## src/rtl/nmea_sentence_framer.sv

```systemverilog
// Frames AIS NMEA sentences from a UART byte stream, verifies the "*hh" XOR checksum and replays
// good sentences on a valid/ready byte stream. Optional inter-character timeout: NMEA_TIMEOUT_EN.
module nmea_sentence_framer #(
  parameter int MAX_LEN        = 80,
  parameter int TIMEOUT_CYCLES = 50000
) (
  input  logic       clk,
  input  logic       reset_n,
  input  logic [7:0] in_data,
  input  logic       in_valid,
  input  logic       in_error,
  output logic [7:0] out_data,
  output logic       out_valid,
  input  logic       out_ready,
  output logic       out_last,
  output logic       sentence_ok,
  output logic       sentence_bad,
  output logic [2:0] err_code
);

  localparam int PW = $clog2(MAX_LEN + 1);
  localparam logic [PW-1:0] PTR_MAX = PW'(MAX_LEN);
  localparam logic [PW-1:0] PTR_ONE = PW'(1);

  localparam logic [2:0] E_NONE    = 3'd0;
  localparam logic [2:0] E_UART    = 3'd1;
  localparam logic [2:0] E_OVF     = 3'd2;
  localparam logic [2:0] E_HEX     = 3'd3;
  localparam logic [2:0] E_CKS     = 3'd4;
  localparam logic [2:0] E_CRLF    = 3'd5;
  localparam logic [2:0] E_RESTART = 3'd6;
  localparam logic [2:0] E_TIMEOUT = 3'd7;

  // S_PREP is the single dead cycle between the LF and the first buffer read.
  typedef enum logic [2:0] {
    S_IDLE  = 3'd0,
    S_BODY  = 3'd1,
    S_HI    = 3'd2,
    S_LO    = 3'd3,
    S_CR    = 3'd4,
    S_LF    = 3'd5,
    S_PREP  = 3'd6,
    S_DRAIN = 3'd7
  } state_t;

  state_t        state_q;
  logic [PW-1:0] wr_ptr_q;
  logic [PW-1:0] rd_ptr_q;
  logic [7:0]    cks_q;
  logic [7:0]    rx_cks_q;
  logic [7:0]    out_data_q;
  logic          out_valid_q;
  logic          out_last_q;
  logic          ok_q;
  logic          bad_q;
  logic [2:0]    err_q;

  logic [7:0]    line_mem [MAX_LEN];

  logic          is_start;
  logic          is_star;
  logic          in_frame;
  logic          timeout_hit;
  logic          hex_ok;
  logic [3:0]    hex_nib;
  logic [2:0]    bad_code;
  logic          mem_we;
  logic [PW-1:0] mem_addr;

  assign is_start = (in_data == 8'h21) || (in_data == 8'h24);
  assign is_star  = (in_data == 8'h2A);
  assign in_frame = (state_q == S_BODY) || (state_q == S_HI) || (state_q == S_LO) ||
                    (state_q == S_CR)   || (state_q == S_LF);

  // Upper-case hex only; lower-case letters are rejected as bad digits.
  always_comb begin
    hex_ok  = 1'b0;
    hex_nib = 4'd0;
    if (in_data >= 8'h30 && in_data <= 8'h39) begin
      hex_ok  = 1'b1;
      hex_nib = in_data[3:0];
    end else if (in_data >= 8'h41 && in_data <= 8'h46) begin
      hex_ok  = 1'b1;
      hex_nib = in_data[3:0] + 4'd9;
    end
  end

  // Discard decision for this cycle; a UART error outranks anything carried on in_data.
  always_comb begin
    bad_code = E_NONE;
    if (in_frame) begin
      if (in_error) begin
        bad_code = E_UART;
      end else if (timeout_hit) begin
        bad_code = E_TIMEOUT;
      end else if (in_valid) begin
        case (state_q)
          S_BODY: begin
            if (is_start)                          bad_code = E_RESTART;
            else if (!is_star && wr_ptr_q == PTR_MAX) bad_code = E_OVF;
          end
          S_HI, S_LO: if (!hex_ok)                 bad_code = E_HEX;
          S_CR: if (in_data != 8'h0D)              bad_code = E_CRLF;
          S_LF: begin
            if (in_data != 8'h0A)                  bad_code = E_CRLF;
            else if (rx_cks_q != cks_q)            bad_code = E_CKS;
          end
          default: bad_code = E_NONE;
        endcase
      end
    end
  end

  always_comb begin
    mem_we   = 1'b0;
    mem_addr = '0;
    if (in_valid && is_start &&
        ((state_q == S_IDLE) || (state_q == S_BODY && !in_error))) begin
      mem_we = 1'b1;
    end else if (state_q == S_BODY && in_valid && !in_error && !is_star &&
                 wr_ptr_q != PTR_MAX) begin
      mem_we   = 1'b1;
      mem_addr = wr_ptr_q;
    end
  end

  always_ff @(posedge clk) begin
    if (mem_we) line_mem[mem_addr] <= in_data;
  end

  always_ff @(posedge clk or negedge reset_n) begin
    if (!reset_n) begin
      state_q     <= S_IDLE;
      wr_ptr_q    <= '0;
      rd_ptr_q    <= '0;
      cks_q       <= 8'h00;
      rx_cks_q    <= 8'h00;
      out_data_q  <= 8'h00;
      out_valid_q <= 1'b0;
      out_last_q  <= 1'b0;
      ok_q        <= 1'b0;
      bad_q       <= 1'b0;
      err_q       <= E_NONE;
    end else begin
      ok_q  <= 1'b0;
      bad_q <= 1'b0;
      err_q <= E_NONE;
      if (bad_code != E_NONE) begin
        bad_q <= 1'b1;
        err_q <= bad_code;
        if (bad_code == E_RESTART) begin
          state_q  <= S_BODY;
          wr_ptr_q <= PTR_ONE;
          cks_q    <= 8'h00;
        end else begin
          state_q <= S_IDLE;
        end
      end else begin
        case (state_q)
          S_IDLE: begin
            if (in_valid && is_start) begin
              wr_ptr_q <= PTR_ONE;
              cks_q    <= 8'h00;
              state_q  <= S_BODY;
            end
          end
          S_BODY: begin
            if (in_valid) begin
              if (is_star) begin
                state_q <= S_HI;
              end else begin
                wr_ptr_q <= wr_ptr_q + PTR_ONE;
                cks_q    <= cks_q ^ in_data;
              end
            end
          end
          S_HI: begin
            if (in_valid) begin
              rx_cks_q[7:4] <= hex_nib;
              state_q       <= S_LO;
            end
          end
          S_LO: begin
            if (in_valid) begin
              rx_cks_q[3:0] <= hex_nib;
              state_q       <= S_CR;
            end
          end
          S_CR: if (in_valid) state_q <= S_LF;
          S_LF: begin
            if (in_valid) begin
              ok_q    <= 1'b1;
              state_q <= S_PREP;
            end
          end
          S_PREP: begin
            rd_ptr_q <= '0;
            state_q  <= S_DRAIN;
          end
          S_DRAIN: begin
            if (!out_valid_q || out_ready) begin
              if (out_valid_q && out_last_q) begin
                out_valid_q <= 1'b0;
                out_last_q  <= 1'b0;
                state_q     <= S_IDLE;
              end else begin
                out_data_q  <= line_mem[rd_ptr_q];
                out_valid_q <= 1'b1;
                out_last_q  <= (rd_ptr_q == wr_ptr_q - PTR_ONE);
                rd_ptr_q    <= rd_ptr_q + PTR_ONE;
              end
            end
          end
          default: state_q <= S_IDLE;
        endcase
      end
    end
  end

`ifdef NMEA_TIMEOUT_EN
  localparam int TW = $clog2(TIMEOUT_CYCLES + 1);
  localparam logic [TW-1:0] TO_LAST = TW'(TIMEOUT_CYCLES - 1);

  logic [TW-1:0] to_cnt_q;

  // Fires on the TIMEOUT_CYCLES-th consecutive byte-less cycle inside a sentence.
  assign timeout_hit = in_frame && !in_valid && (to_cnt_q == TO_LAST);

  always_ff @(posedge clk or negedge reset_n) begin
    if (!reset_n) begin
      to_cnt_q <= '0;
    end else if (!in_frame || in_valid || timeout_hit) begin
      to_cnt_q <= '0;
    end else begin
      to_cnt_q <= to_cnt_q + TW'(1);
    end
  end
`else
  // Without the timeout the framer waits forever; TIMEOUT_CYCLES has no effect here.
  assign timeout_hit = (TIMEOUT_CYCLES < 0);
`endif

  assign out_data     = out_data_q;
  assign out_valid    = out_valid_q;
  assign out_last     = out_last_q;
  assign sentence_ok  = ok_q;
  assign sentence_bad = bad_q;
  assign err_code     = err_q;

endmodule

```

## config.mk

```make
export PLATFORM = sky130hd
export DESIGN_NAME = nmea_sentence_framer
export DESIGN_NICKNAME = d
export VERILOG_FILES = /design/src/rtl/nmea_sentence_framer.sv
export SDC_FILE = /design/constraint.sdc
export NUM_CORES = 1
export LEC_CHECK = 0
export CAP_MARGIN = 40
export CORE_UTILIZATION = 60
export DETAILED_ROUTE_END_ITERATION = 7
export HOLD_SLACK_MARGIN = 0.1
export PLACE_DENSITY = 0.74
export SLEW_MARGIN = 20
export SYNTH_ARGS = -nofsm -noshare
export SYNTH_HDL_FRONTEND = slang
export SYNTH_SLANG_ARGS = --single-unit
export TNS_END_PERCENT = 10
```

## constraint.sdc

```tcl
create_clock -name clk -period 4 [get_ports clk]
set_clock_uncertainty 0.2 [all_clocks]
set_input_delay 1.2 -clock clk [delete_from_list [all_inputs] [get_ports clk]]
set_output_delay 1.2 -clock clk [all_outputs]
set_load 0.01 [all_outputs]
```

# After elaboration in Yosys (flattened, before gate mapping)
# Memories as Yosys holds them, arrays and structs flattened. A register that Yosys moved wholly into a read port is not among the register bits.
# Index checks and enable logic that the tools add are counted.
[classes] add_sub_neg=4 order_cmp=4 n_eq_ne=30 n_mux=54 bitwise=3 reduce_logical=34
[op_table] operator="7-bit 2-to-1 mux" n=9
[op_table] operator="3-bit 2-to-1 mux" n=18
[op_table] operator="8-bit 2-to-1 mux" n=5
[op_table] operator="7-bit one-hot mux with 2 select lines" n=2
[op_table] operator="8-bit by 6-bit equality test with 1-bit output, second input constant" n=3
[op_table] operator="3-bit by 2-bit != test with 1-bit output, second input constant" n=8
[op_table] operator="3-bit one-hot mux with 8 select lines" n=1
[op_table] operator="8-bit by 4-bit != test with 1-bit output, second input constant" n=2
[op_table] operator="8-bit one-hot mux with 2 select lines" n=1
[op_table] operator="3-bit equality test, second input constant" n=5
[op_table] operator="7-bit by 1-bit adder with 7-bit output, second input constant" n=2
[op_table] operator="1-bit 2-to-1 mux" n=13
[op_table] operator="3-bit one-hot mux with 4 select lines" n=1
[op_table] operator="1-bit logical AND" n=11
[op_table] operator="3-bit AND reduction" n=3
[op_table] operator="9-bit AND reduction" n=1
[op_table] operator="8-bit by 6-bit >= comparator with 1-bit output, second input constant" n=1
[op_table] operator="8-bit by 7-bit >= comparator with 1-bit output, second input constant" n=1
[op_table] operator="8-bit by 6-bit <= comparator with 1-bit output, second input constant" n=1
[op_table] operator="8-bit by 7-bit <= comparator with 1-bit output, second input constant" n=1
[op_table] operator="4-bit 2-to-1 mux" n=2
[op_table] operator="8-bit != test" n=1
[op_table] operator="4-bit AND reduction" n=2
[op_table] operator="8-bit bitwise XOR" n=1
[op_table] operator="19 further kinds" n=34
[totals] register_bits=40 ram_bits=640 elab_cells=141 mem_count=1
[mem_list] name="line_mem" depth=80 width=8 rd=1 rd_clocked_by_memory_dff=1 write_ports=1 line_no="58" text="logic [7:0] line_mem [MAX_LEN];"

# Logic depth before layout (Yosys ltp)
# Gate-level depths: netlist of the first run.
[depth] ltp_word=12 depth_mapped=11

# Worst setup path after synthesis of the first run
# OpenSTA, ideal clock, no wires.
[synth_path] path_kind="input -> register" from="input in_valid" to="memory line_mem[34][0], enable pin" t_arrival_ps=3296 t_required_ps=3429 setup_slack_ps=133 stages=9 path_buffers=3 path_cell_list="clkbuf_1 -> nand2_1 -> nor4_1 -> and3_1 -> clkbuf_1 -> nand2_1 -> or4_1 -> clkbuf_1 -> nor2_1"
[synth_between] elab_chain_len=8 word_cells_on_any_way=12 cone_classes="mux (6); reduce/logical (6)"
[synth_rtl] item="start, declared" line_no="10" text="input logic in_valid,"
[synth_rtl] item="1-bit logical AND (4 in a row)" line_no="120" text="end else if (state_q == S_BODY && in_valid && !in_error && !is_star &&"
[synth_rtl] item="1-bit 2-to-1 mux" line_no="120"
[synth_rtl] item="1-bit 2-to-1 mux" line_no="117" text="if (in_valid && is_start &&"
[synth_rtl] item="1-bit 2-to-1 mux" line_no="128" text="if (mem_we) line_mem[mem_addr] <= in_data;"
[synth_rtl] item="1-bit 2-to-1 mux (implied by the code)" line_no="128"
[synth_rtl] item="end, declared" line_no="58"
# Parallel ways exist; a longest one is shown, timed or not.

# Worst setup path after layout of the first run
[layout_path] from="input in_valid" to="memory line_mem[50][7], enable pin"
# The elaborated chain is that of the path after synthesis.

==> results.yml, run 1 <==
worst_setup_path:
  path_class: "in2reg"
  timing.critical_path.from_type: "input pin"
  critical_path_arrival_ns: 3.94
  crit-reg2reg-launch: "wr_ptr_q[0]$_DFFE_PN0P_"
  startpoint: "in_valid"
  crit_path_end_kind: "flop"
  worst-path-max-fanout: 8
  cp.required_ns: 4.02
sta:
  timing.max_slew.rel_slack_pct: 40.08
  layout_min_cycle_time_ns: 3.916
  timing.final.hold_violations: 0
  worst_slew_pin_slew_ns: 0.8988
  worst_slack_ns: 0.08434
  fmax_mhz: 255.4
  fin_crit_sh_pct: 97.89
  maxSlewViolCount: 0
  setup_repair_after_global_routing_missed_its_margin: "no"
  final-setup-viol-count: 0
synthesis:
  syn_nets: 1535
  syn-cell-area_um2: 27780
  async_reset_ff_share_pct: 6.977
  synth_area_per_cell_um2: 18.35
  synth_enable_flop_cells: 640
  synthFlopType: "sky130_fd_sc_hd__edfxtp_1"
  synth.ff_latch_count: 688
  synth.yosys.seq_area_share_pct: 73.50
  post_synth_num_cell_types: 66
  synth.yosys.warnings: 0
  syn-instance-count: 1514
floorplanning:
  die_height_um: 217.2
  initial_utilization_pct: 61.08
  num_io_pins: 28
  fp.coreArea_um2: 45480
  fp.dieArea_um2: 47170
  floorplan.rows: 78
  horizontal_extent_of_the_die_um: 217.2
place:
  pre_cts_slack_ns: -0.4392
  place.detailed.instances: 2219
  gpl.final_weighted_congestion: 0.9399
  buffer_ports.inserted: 27
  dp.final_hpwl_um: 42830
clock_tree:
  post_cts_resized: 0
  cts.clk_slew.worst_paths_ns: 0.06
  clock_tree.root_cell: "sky130_fd_sc_hd__clkbuf_16"
  cts_max_path_buffers: 3
  cts_hold_buffers: 0
  post_cts_setup_repair_buffer_count: 0
  htree_num_levels: 3
  cts-buffers-inserted: 67
  tritoncts: "built"
  cts.sinks: 688
  clock_insertion_delay_worst_skew_ns: 0.60
final_layout:
  num-nets-final: 1716
  final_common_cell: "sky130_fd_sc_hd__edfxtp_1"
  post_route_cells_drive_above_1_share_pct: 24.89
  most_frequent_cells_in_the_layout: "sky130_fd_sc_hd__edfxtp_1 (640), sky130_fd_sc_hd__buf_4 (154), sky130_fd_sc_hd__mux4_2 (138)"
  p_r_area_growth_vs_syn_pct: 14.98
  antennaDiodeCount: 0
  post_layout_nonfiller_instances: 2344
drt:
  detailedRoute.firstPassIterationCount: 6
  amount_of_wire_on_met3_after_detailed_routing_um: 7028
  top_signal_layer_used: "met4"
  detailed_route_wl_um: 66500
  vias: 15420
  drcViolationCount: 0
  antenna_violating_nets_post_route: 0
  drtIter0Drc: 1796
  met1Wirelength_um: 25580
  routed_wire_length_per_instance_um: 28.37
  post_drt_via_cell_ratio: 6.578
  dr_wl_met2_um: 31780
pwr:
  static-leakage-power_uw: 0.01079
  power_density_nw_per_um2: 476.4
  max-vdd-ir-drop_mv: 0.3562
global_route:
  grt_pass1_vias: 15472
  grtUsageTotal_pct: 29.27
  grt_overflow_total: 0
  antenna_found_initial: 3
  grt_start_max_net_pins: 77
  grt_first_pass_wirelength_um: 99460
status:
  outcome: "finished, final reports clean"
hold_path:
  worst_hold_startpoint: "rx_cks_q[7]$_DFFE_PN0P_"
  hold_path_class: "reg2reg"
job:
  timing.max_cap.violations: 0
==> critical path, stage by stage <==
cell and delay (ns):
sky130_fd_sc_hd__clkdlybuf4s50_1 0.50, sky130_fd_sc_hd__nand2_1 0.08, sky130_fd_sc_hd__nor4_1 0.26, sky130_fd_sc_hd__buf_4 0.19, sky130_fd_sc_hd__and3_1 0.16, sky130_fd_sc_hd__nand2_1 0.24, sky130_fd_sc_hd__or4_1 0.52, sky130_fd_sc_hd__buf_4 0.17
sky130_fd_sc_hd__nor2_1 0.61
==> registers in the layout, summed over array words and instances (netlist names) <==
signal / count
rd_ptr_q: 7
cks_q: 8
state_q: 3
sentence_bad: 1
out_valid: 1
wr_ptr_q: 7
sentence_ok: 1
out_data: 8
out_last: 1
err_code: 3
rx_cks_q: 8
line_mem: 640
==> report_power, final <==
part / switching [µW] / internal (µW) / total (µW)
combinational: 584 / 345 / 929
clock: 2590 / 3550 / 6140
sequential: 169 / 7970 / 8140
==> final timing paths <==
path | end | slack, ns | cells after the start
worst min-delay path | rx_cks_q[7]$_DFFE_PN0P_ | 0.33 | 1
worst max register to register | line_mem[50][7]$_DFFE_PP_ | 0.37 | 8
min in group asynchronous | wr_ptr_q[5]$_DFFE_PN0P_ | 0.44 | 1
worst min register to register | rx_cks_q[7]$_DFFE_PN0P_ | 0.33 | 1
max in group asynchronous | rx_cks_q[7]$_DFFE_PN0P_ | 2.46 | 2
worst max-delay path | line_mem[50][7]$_DFFE_PP_ | 0.08 | 9
==> layer usage <==
metal,global-route usage [%],up-vias
li1,-,6485
met3,5.479,155
met2,45.58,903
met1,42.18,7877
met5,0,-
met4,10.02,0
==> layout make-up <==
cell class,count,area (µm²)
well taps,600,750.7
fillers,2841,13540
repair buffers,194,1619
clock inverters,39,321.6
inverters,16,60.06
multi-input cells,728,6954
clock buffers,79,1807
flip-flops and latches,688,20430
==> cells in the mapped netlist (all sizes together) (3+ instances only) <==
library cell / n / area [µm²]
nand2: 60 / 225.2
nand2b: 6 / 37.54
a221oi: 10 / 87.58
a221o: 6 / 60.06
or4: 5 / 37.54
xnor2: 13 / 113.9
mux2: 17 / 191.4
inv: 16 / 60.06
clkbuf: 43 / 161.4
o311ai: 3 / 26.28
nand3: 25 / 125.1
nand4: 16 / 100.1
a31oi: 13 / 81.33
nor4: 6 / 52.55
a211oi: 8 / 60.06
xor2: 9 / 78.83
mux2i: 77 / 770.7
dfrtp: 48 / 1201
o21ai: 19 / 95.09
edfxtp: 640 / 19220
nor3: 13 / 65.06
a22o: 4 / 35.03
nor2: 117 / 439.2
buf: 39 / 185.2
nor2b: 27 / 168.9
mux4: 138 / 3108
a2111oi: 7 / 67.56
o22ai: 19 / 118.9
or3b: 3 / 26.28
nor3b: 7 / 52.55
and3: 6 / 37.54
or3: 5 / 31.28
ha: 8 / 100.1
a21oi: 30 / 150.1
a22oi: 16 / 120.1
and2: 4 / 25.02
==> logic make-up after synthesis <==
group | count (synthesis) | synth area share [%]
buffers and inverters | 98 | 1.464
DFF | 688 | 73.50
AOI/OAI and AO/OA | 157 | 3.923
xor gates and xnor gates | 22 | 0.6936
and+or+nand+nor | 309 | 5.405
adders and majority gates | 8 | 0.3603
muxes | 232 | 14.65
==> metrics by stage <==
stage	power [µW]	hold slack, ns	TNS (ns)	util, %	instance area, µm²
5_1_grt	15610	0.3562	0	70.24	31940
2_1_floorplan	8713	0.2990	0	-	27780
4_1_cts	15260	0.3328	0	70.06	31860
6_report	15220	0.3272	0	70.24	31940
3_3_place_gp	9168	0.2956	-113.87	65.23	29660
3_5_place_dp	9192	0.2932	-108.07	65.38	29730
Power figures use the tool's default switching activity.
==> inputs of run 2 (changes only) <==
Settings changed: PLACE_DENSITY 0.74 to 0.81.
==> run 2 against run 1 <==
Effect of this change: die area did not move; count of clock-buffer cells in the layout grew 4; critical path depth stayed put; register-to-register slack got worse by 0.02 ns; clock power up 3.4%; power grew 0.89%; non-clock buffer count rose by 15; global-route usage up 0.79 points; final area up 0.56%; flip-flop and latch count did not move; combinational power decreased by 7.9%; first-iteration DRC count is 20% higher; critical path type unchanged; largest cell class unchanged; largest power group unchanged.
==> results.yml, run 2 (synthesized netlist as in run 1, its figures left out) <==
sta:
  worst_slack_ns: 0.2609
  maxSlewViolCount: 0
  setup_repair_after_global_routing_missed_its_margin: "no"
  fin_crit_sh_pct: 93.48
  final-setup-viol-count: 0
  holdWs_ns: 0.3262
  layout_min_cycle_time_ns: 3.739
  fmax_mhz: 267.4
  worst_slew_pin_slew_ns: 0.9607
  timing.final.hold_violations: 0
  timing.max_slew.rel_slack_pct: 34.30
clock_tree:
  cts-buffers-inserted: 67
  post_cts_resized: 0
  htree_num_levels: 3
  cts.sinks: 688
  cts_max_path_buffers: 3
  post_cts_setup_repair_buffer_count: 0
  tritoncts: "built"
  clock_tree.root_cell: "sky130_fd_sc_hd__clkbuf_16"
  cts.clk_slew.worst_paths_ns: 0.06
  cts_hold_buffers: 0
  clock_insertion_delay_worst_skew_ns: 0.61
final_layout:
  filler_cell_count: 2674
  multi_input_area_um2: 6954
  most_frequent_cells_in_the_layout: "sky130_fd_sc_hd__edfxtp_1 (640), sky130_fd_sc_hd__buf_4 (171), sky130_fd_sc_hd__mux4_2 (138)"
  antennaDiodeCount: 0
  post-route-util_pct: 70.63
  post_layout_nonfiller_instances: 2362
  final_common_cell: "sky130_fd_sc_hd__edfxtp_1"
  post_route_cells_drive_above_1_share_pct: 25.48
  largest_register_ff_count: 640
  num-nets-final: 1731
  final_design_area_no_fill_um2: 32120
  p_r_area_growth_vs_syn_pct: 15.63
  regMostFlops: "line_mem"
  ff_latch_area_um2: 20430
global_route:
  grt_first_pass_wirelength_um: 101900
  grt_start_max_net_pins: 86
  grt_pass1_vias: 15864
  antenna_found_initial: 2
  grt_overflow_total: 0
  grtUsageTotal_pct: 30.05
drt:
  top_signal_layer_used: "met4"
  detailedRoute.firstPassIterationCount: 6
  routed_wire_length_per_instance_um: 29.28
  amount_of_wire_on_met3_after_detailed_routing_um: 7904
  met1Wirelength_um: 25330
  post_drt_via_cell_ratio: 6.735
  drcViolationCount: 0
  detailed_route_wl_um: 69160
  drtIter0Drc: 2164
  dr_wl_met2_um: 32750
  vias: 15909
  antenna_violating_nets_post_route: 0
place:
  pre_cts_slack_ns: -0.2519
  place.detailed.instances: 2233
  placedInstanceArea_um2: 29820
  gpl.final_weighted_congestion: 0.9213
  buffer_ports.inserted: 27
  dp.final_hpwl_um: 42550
worst_setup_path:
  path_class: "in2reg"
  crit_path_end_kind: "flop"
  timing.critical_path.from_type: "input pin"
  critical_path_arrival_ns: 3.84
  worst-path-max-fanout: 8
  cp.required_ns: 4.10
status:
  outcome: "finished, final reports clean"
floorplanning:
  die_height_um: 217.2
  fp.coreArea_um2: 45480
  initial_utilization_pct: 61.08
  num_io_pins: 28
  horizontal_extent_of_the_die_um: 217.2
  fp.dieArea_um2: 47170
  floorplan.rows: 78
hold_path:
  hold_path_class: "reg2reg"
pwr:
  static-leakage-power_uw: 0.01091
  power_density_nw_per_um2: 477.9
  max-vdd-ir-drop_mv: 0.3598
job:
  timing.max_cap.violations: 0
run 2: cell count changes in the layout (fill, tap and decap cells not counted), sizes merged:
cell | previous run | this run
buf | 176 | 191
clkinvlp | 3 | 6
clkbuf | 79 | 83
inv | 18 | 17
clkinv | 29 | 24
bufinv | 5 | 7
run 2: final timing paths:
| path | slack, ns | end | depth (start not counted) | start |
|---|---|---|---|---|
| setup / recovery | 0.26 | line_mem[18][0]$_DFFE_PP_ | 9 | in_valid |
| hold / removal | 0.33 | rx_cks_q[2]$_DFFE_PN0P_ | 1 | rx_cks_q[2]$_DFFE_PN0P_ |
| setup reg to reg | 0.35 | out_data[6]$_DFFE_PN0P_ | 8 | rd_ptr_q[0]$_DFFE_PN0P_ |
| hold reg to reg | 0.33 | rx_cks_q[2]$_DFFE_PN0P_ | 1 | rx_cks_q[2]$_DFFE_PN0P_ |
| max in group asynchronous | 2.35 | cks_q[7]$_DFFE_PN0P_ | 2 | reset_n |
| min in group asynchronous | 0.47 | cks_q[1]$_DFFE_PN0P_ | 1 | reset_n |
run 2: where the power goes:
part           total (µW)  switching, µW  internal [µW]
combinational         856            534            322
sequential           8150            174           7970
clock                6350           2640           3710
run 2: routing by layer:
layer / vias up / GRT usage (%)
li1: 6510 / -
met1: 7976 / 42.19
met2: 1210 / 46.25
met3: 213 / 6.038
met4: 0 / 13.50
met5: - / 0
run 2: critical path: stages:
cell and delay, ns:
sky130_fd_sc_hd__clkdlybuf4s50_1 0.52, sky130_fd_sc_hd__nand2_1 0.10, sky130_fd_sc_hd__nor4_1 0.36, sky130_fd_sc_hd__and3_1 0.38
sky130_fd_sc_hd__nand2_1 0.18, sky130_fd_sc_hd__or4_1 0.50, sky130_fd_sc_hd__buf_4 0.21, sky130_fd_sc_hd__nor2_1 0.16
sky130_fd_sc_hd__buf_4 0.22
run 2: cell type report:
cell class	count	area share [%]
Tap cell	600	2.337
Inverter	16	0.1870
Clock inverter	38	1.133
Multi-Input combinational cell	728	21.65
Clock buffer	83	5.702
Timing Repair Buffer	209	5.391
Sequential cell	688	63.60
run 2: stage by stage:
| step | setup TNS (ns) | power, µW |
|---|---|---|
| finish | 0 | 15350 |
| CTS | 0 | 15380 |
| global route | 0 | 15730 |
| floorplan | 0 | 8713 |
| global placement | -17.17 | 9070 |
| detailed placement | -57.03 | 9115 |
==> inputs of run 3 (changes only) <==
==> constraint.sdc (replaced) <==
create_clock -name clk -period 4 [get_ports clk]
set_clock_uncertainty 0.2 [all_clocks]
set_input_delay 0.4 -clock clk [delete_from_list [all_inputs] [get_ports clk]]
set_output_delay 0.4 -clock clk [all_outputs]
set_load 0.01 [all_outputs]
==> run 3 against run 2 <==
Effect of this change: die area unchanged; global-route usage fell by 0.52 points; cell count fell by 3.5%; first-iteration DRC count up 0.42%; worst hold slack worse by 0.22 ns; sequential power about the same; critical path type is now reg2reg; largest power group unchanged; highest routed layer is now met5.
==> results.yml, run 3 (synthesized netlist as in run 1, its figures left out) <==
global_route:
  grt_overflow_total: 0
  grt_start_max_net_pins: 82
  grt_pass1_vias: 15508
  grt_first_pass_wirelength_um: 100200
  antenna_found_initial: 3
  grtUsageTotal_pct: 29.53
final_layout:
  p_r_area_growth_vs_syn_pct: 12.79
  antennaDiodeCount: 0
  post_layout_nonfiller_instances: 2279
  most_frequent_cells_in_the_layout: "sky130_fd_sc_hd__edfxtp_1 (640), sky130_fd_sc_hd__mux4_2 (138), sky130_fd_sc_hd__nor2_1 (117)"
  num-nets-final: 1653
  largest_register_ff_count: 640
  regMostFlops: "line_mem"
  post-route-util_pct: 68.90
  post_route_cells_drive_above_1_share_pct: 21.62
  final_common_cell: "sky130_fd_sc_hd__edfxtp_1"
drt:
  post_drt_via_cell_ratio: 6.774
  drcViolationCount: 0
  detailedRoute.firstPassIterationCount: 6
  vias: 15439
  antenna_violating_nets_post_route: 0
  detailed_route_wl_um: 67360
  routed_wire_length_per_instance_um: 29.56
  drtIter0Drc: 2173
worst_setup_path:
  timing.critical_path.from_type: "flop"
  critical_path.reg2reg.endpoint: "line_mem[50][2]$_DFFE_PP_"
  path_class: "reg2reg"
  cp.required_ns: 4.00
  setup.reg_to_reg.worst_slack_ns: 0.35
  worst-path-max-fanout: 11
  startpoint: "wr_ptr_q[5]$_DFFE_PN0P_"
  r2r_cells: 7
  critical_path_arrival_ns: 3.65
  worstSetupEndpoint: "line_mem[50][2]$_DFFE_PP_"
  crit-reg2reg-launch: "wr_ptr_q[5]$_DFFE_PN0P_"
  crit_path_end_kind: "flop"
status:
  outcome: "finished, final reports clean"
floorplanning:
  horizontal_extent_of_the_die_um: 217.2
  floorplan.rows: 78
  num_io_pins: 28
  die_height_um: 217.2
  fp.dieArea_um2: 47170
  initial_utilization_pct: 61.08
  fp.coreArea_um2: 45480
place:
  gpl.final_weighted_congestion: 0.8882
  dp.final_hpwl_um: 42150
  place.detailed.instances: 2153
  buffer_ports.inserted: 27
pwr:
  max-vdd-ir-drop_mv: 0.3833
  power_density_nw_per_um2: 480.0
  static-leakage-power_uw: 0.01041
  report.power.total_uw: 15040
sta:
  holdWs_ns: 0.1016
  setup_repair_after_global_routing_missed_its_margin: "no"
  final-setup-viol-count: 0
  finalSetupTns_ns: 0
  fin_crit_sh_pct: 91.20
  worst_slew_pin_slew_ns: 0.9298
  timing.final.hold_violations: 0
  fmax_mhz: 274.1
  timing.max_slew.rel_slack_pct: 38.01
  maxSlewViolCount: 0
  layout_min_cycle_time_ns: 3.648
job:
  timing.max_cap.violations: 0
clock_tree:
  post_cts_setup_repair_buffer_count: 0
  cts.sinks: 688
  tritoncts: "built"
  cts.clk_slew.worst_paths_ns: 0.06
  cts-buffers-inserted: 67
  post_cts_resized: 0
  clock_tree.root_cell: "sky130_fd_sc_hd__clkbuf_16"
  cts_hold_buffers: 3
  clock_insertion_delay_worst_skew_ns: 0.59
  htree_num_levels: 3
  cts_max_path_buffers: 3
hold_path:
  hold_path_class: "in2async"
==> run 3: changes by cell type in the layout (fill, tap and decap cells not counted), moves of 3 or more <==
cell | previous run | this run
sky130_fd_sc_hd__clkinvlp_4 | 6 | 2
sky130_fd_sc_hd__bufinv_16 | 7 | 4
sky130_fd_sc_hd__buf_4 | 171 | 95
sky130_fd_sc_hd__buf_12 | 9 | 5
sky130_fd_sc_hd__dlygate4sd3_1 | 0 | 3
==> run 3: per-layer routing <==
metal	track usage (%)	wire length, µm
met5	0	11
met4	12.21	2794
met3	7.659	8387
met2	44.99	31460
met1	41.05	24710
==> run 3: worst min path at each step <==
| stage | startpoint | slack (ns) | end |
|---|---|---|---|
| floorplan | reset_n | -0.1 | cks_q[0]$_DFFE_PN0P_ |
| finish | reset_n | 0.10 | cks_q[1]$_DFFE_PN0P_ |
| CTS | in_data[7] | 0.12 | line_mem[73][7]$_DFFE_PP_ |
| detailed placement | reset_n | 0.32 | cks_q[0]$_DFFE_PN0P_ |
| global route | reset_n | 0.12 | cks_q[1]$_DFFE_PN0P_ |
| global placement | reset_n | 0.31 | cks_q[1]$_DFFE_PN0P_ |
==> run 3: cell type report <==
cell class | count | area (µm²)
clock inverters | 37 | 291.5
multi-input cells | 728 | 6954
clock buffers | 79 | 1774
well taps | 600 | 750.7
repair buffers | 131 | 1072
flip-flops and latches | 688 | 20430
fillers | 2848 | 14140
inverters | 16 | 60.06
==> run 3: power breakdown <==
part / internal [µW] / switching [µW]
clock network: 3430 / 2610
logic: 303 / 583
registers: 7980 / 141
==> run 3: worst max-delay path: stages (launching register included) <==
cell                      delay, ns
sky130_fd_sc_hd__dfrtp_1       0.70
sky130_fd_sc_hd__nor2b_1       0.26
sky130_fd_sc_hd__nand4_1       0.27
sky130_fd_sc_hd__and3_1        0.32
sky130_fd_sc_hd__nand2_1       0.19
sky130_fd_sc_hd__or4_1         0.46
sky130_fd_sc_hd__buf_4         0.20
sky130_fd_sc_hd__nor2_1        0.66
==> run 3: stage by stage <==
step | cell area (µm²) | worst slack (ns)
after global routing | 31330 | 0.2770
after floorplan | 27780 | 0.9333
final | 31330 | 0.3519
after CTS | 31260 | 0.4559
after detailed placement | 29160 | 0.2312
after global placement | 29150 | 0.2842
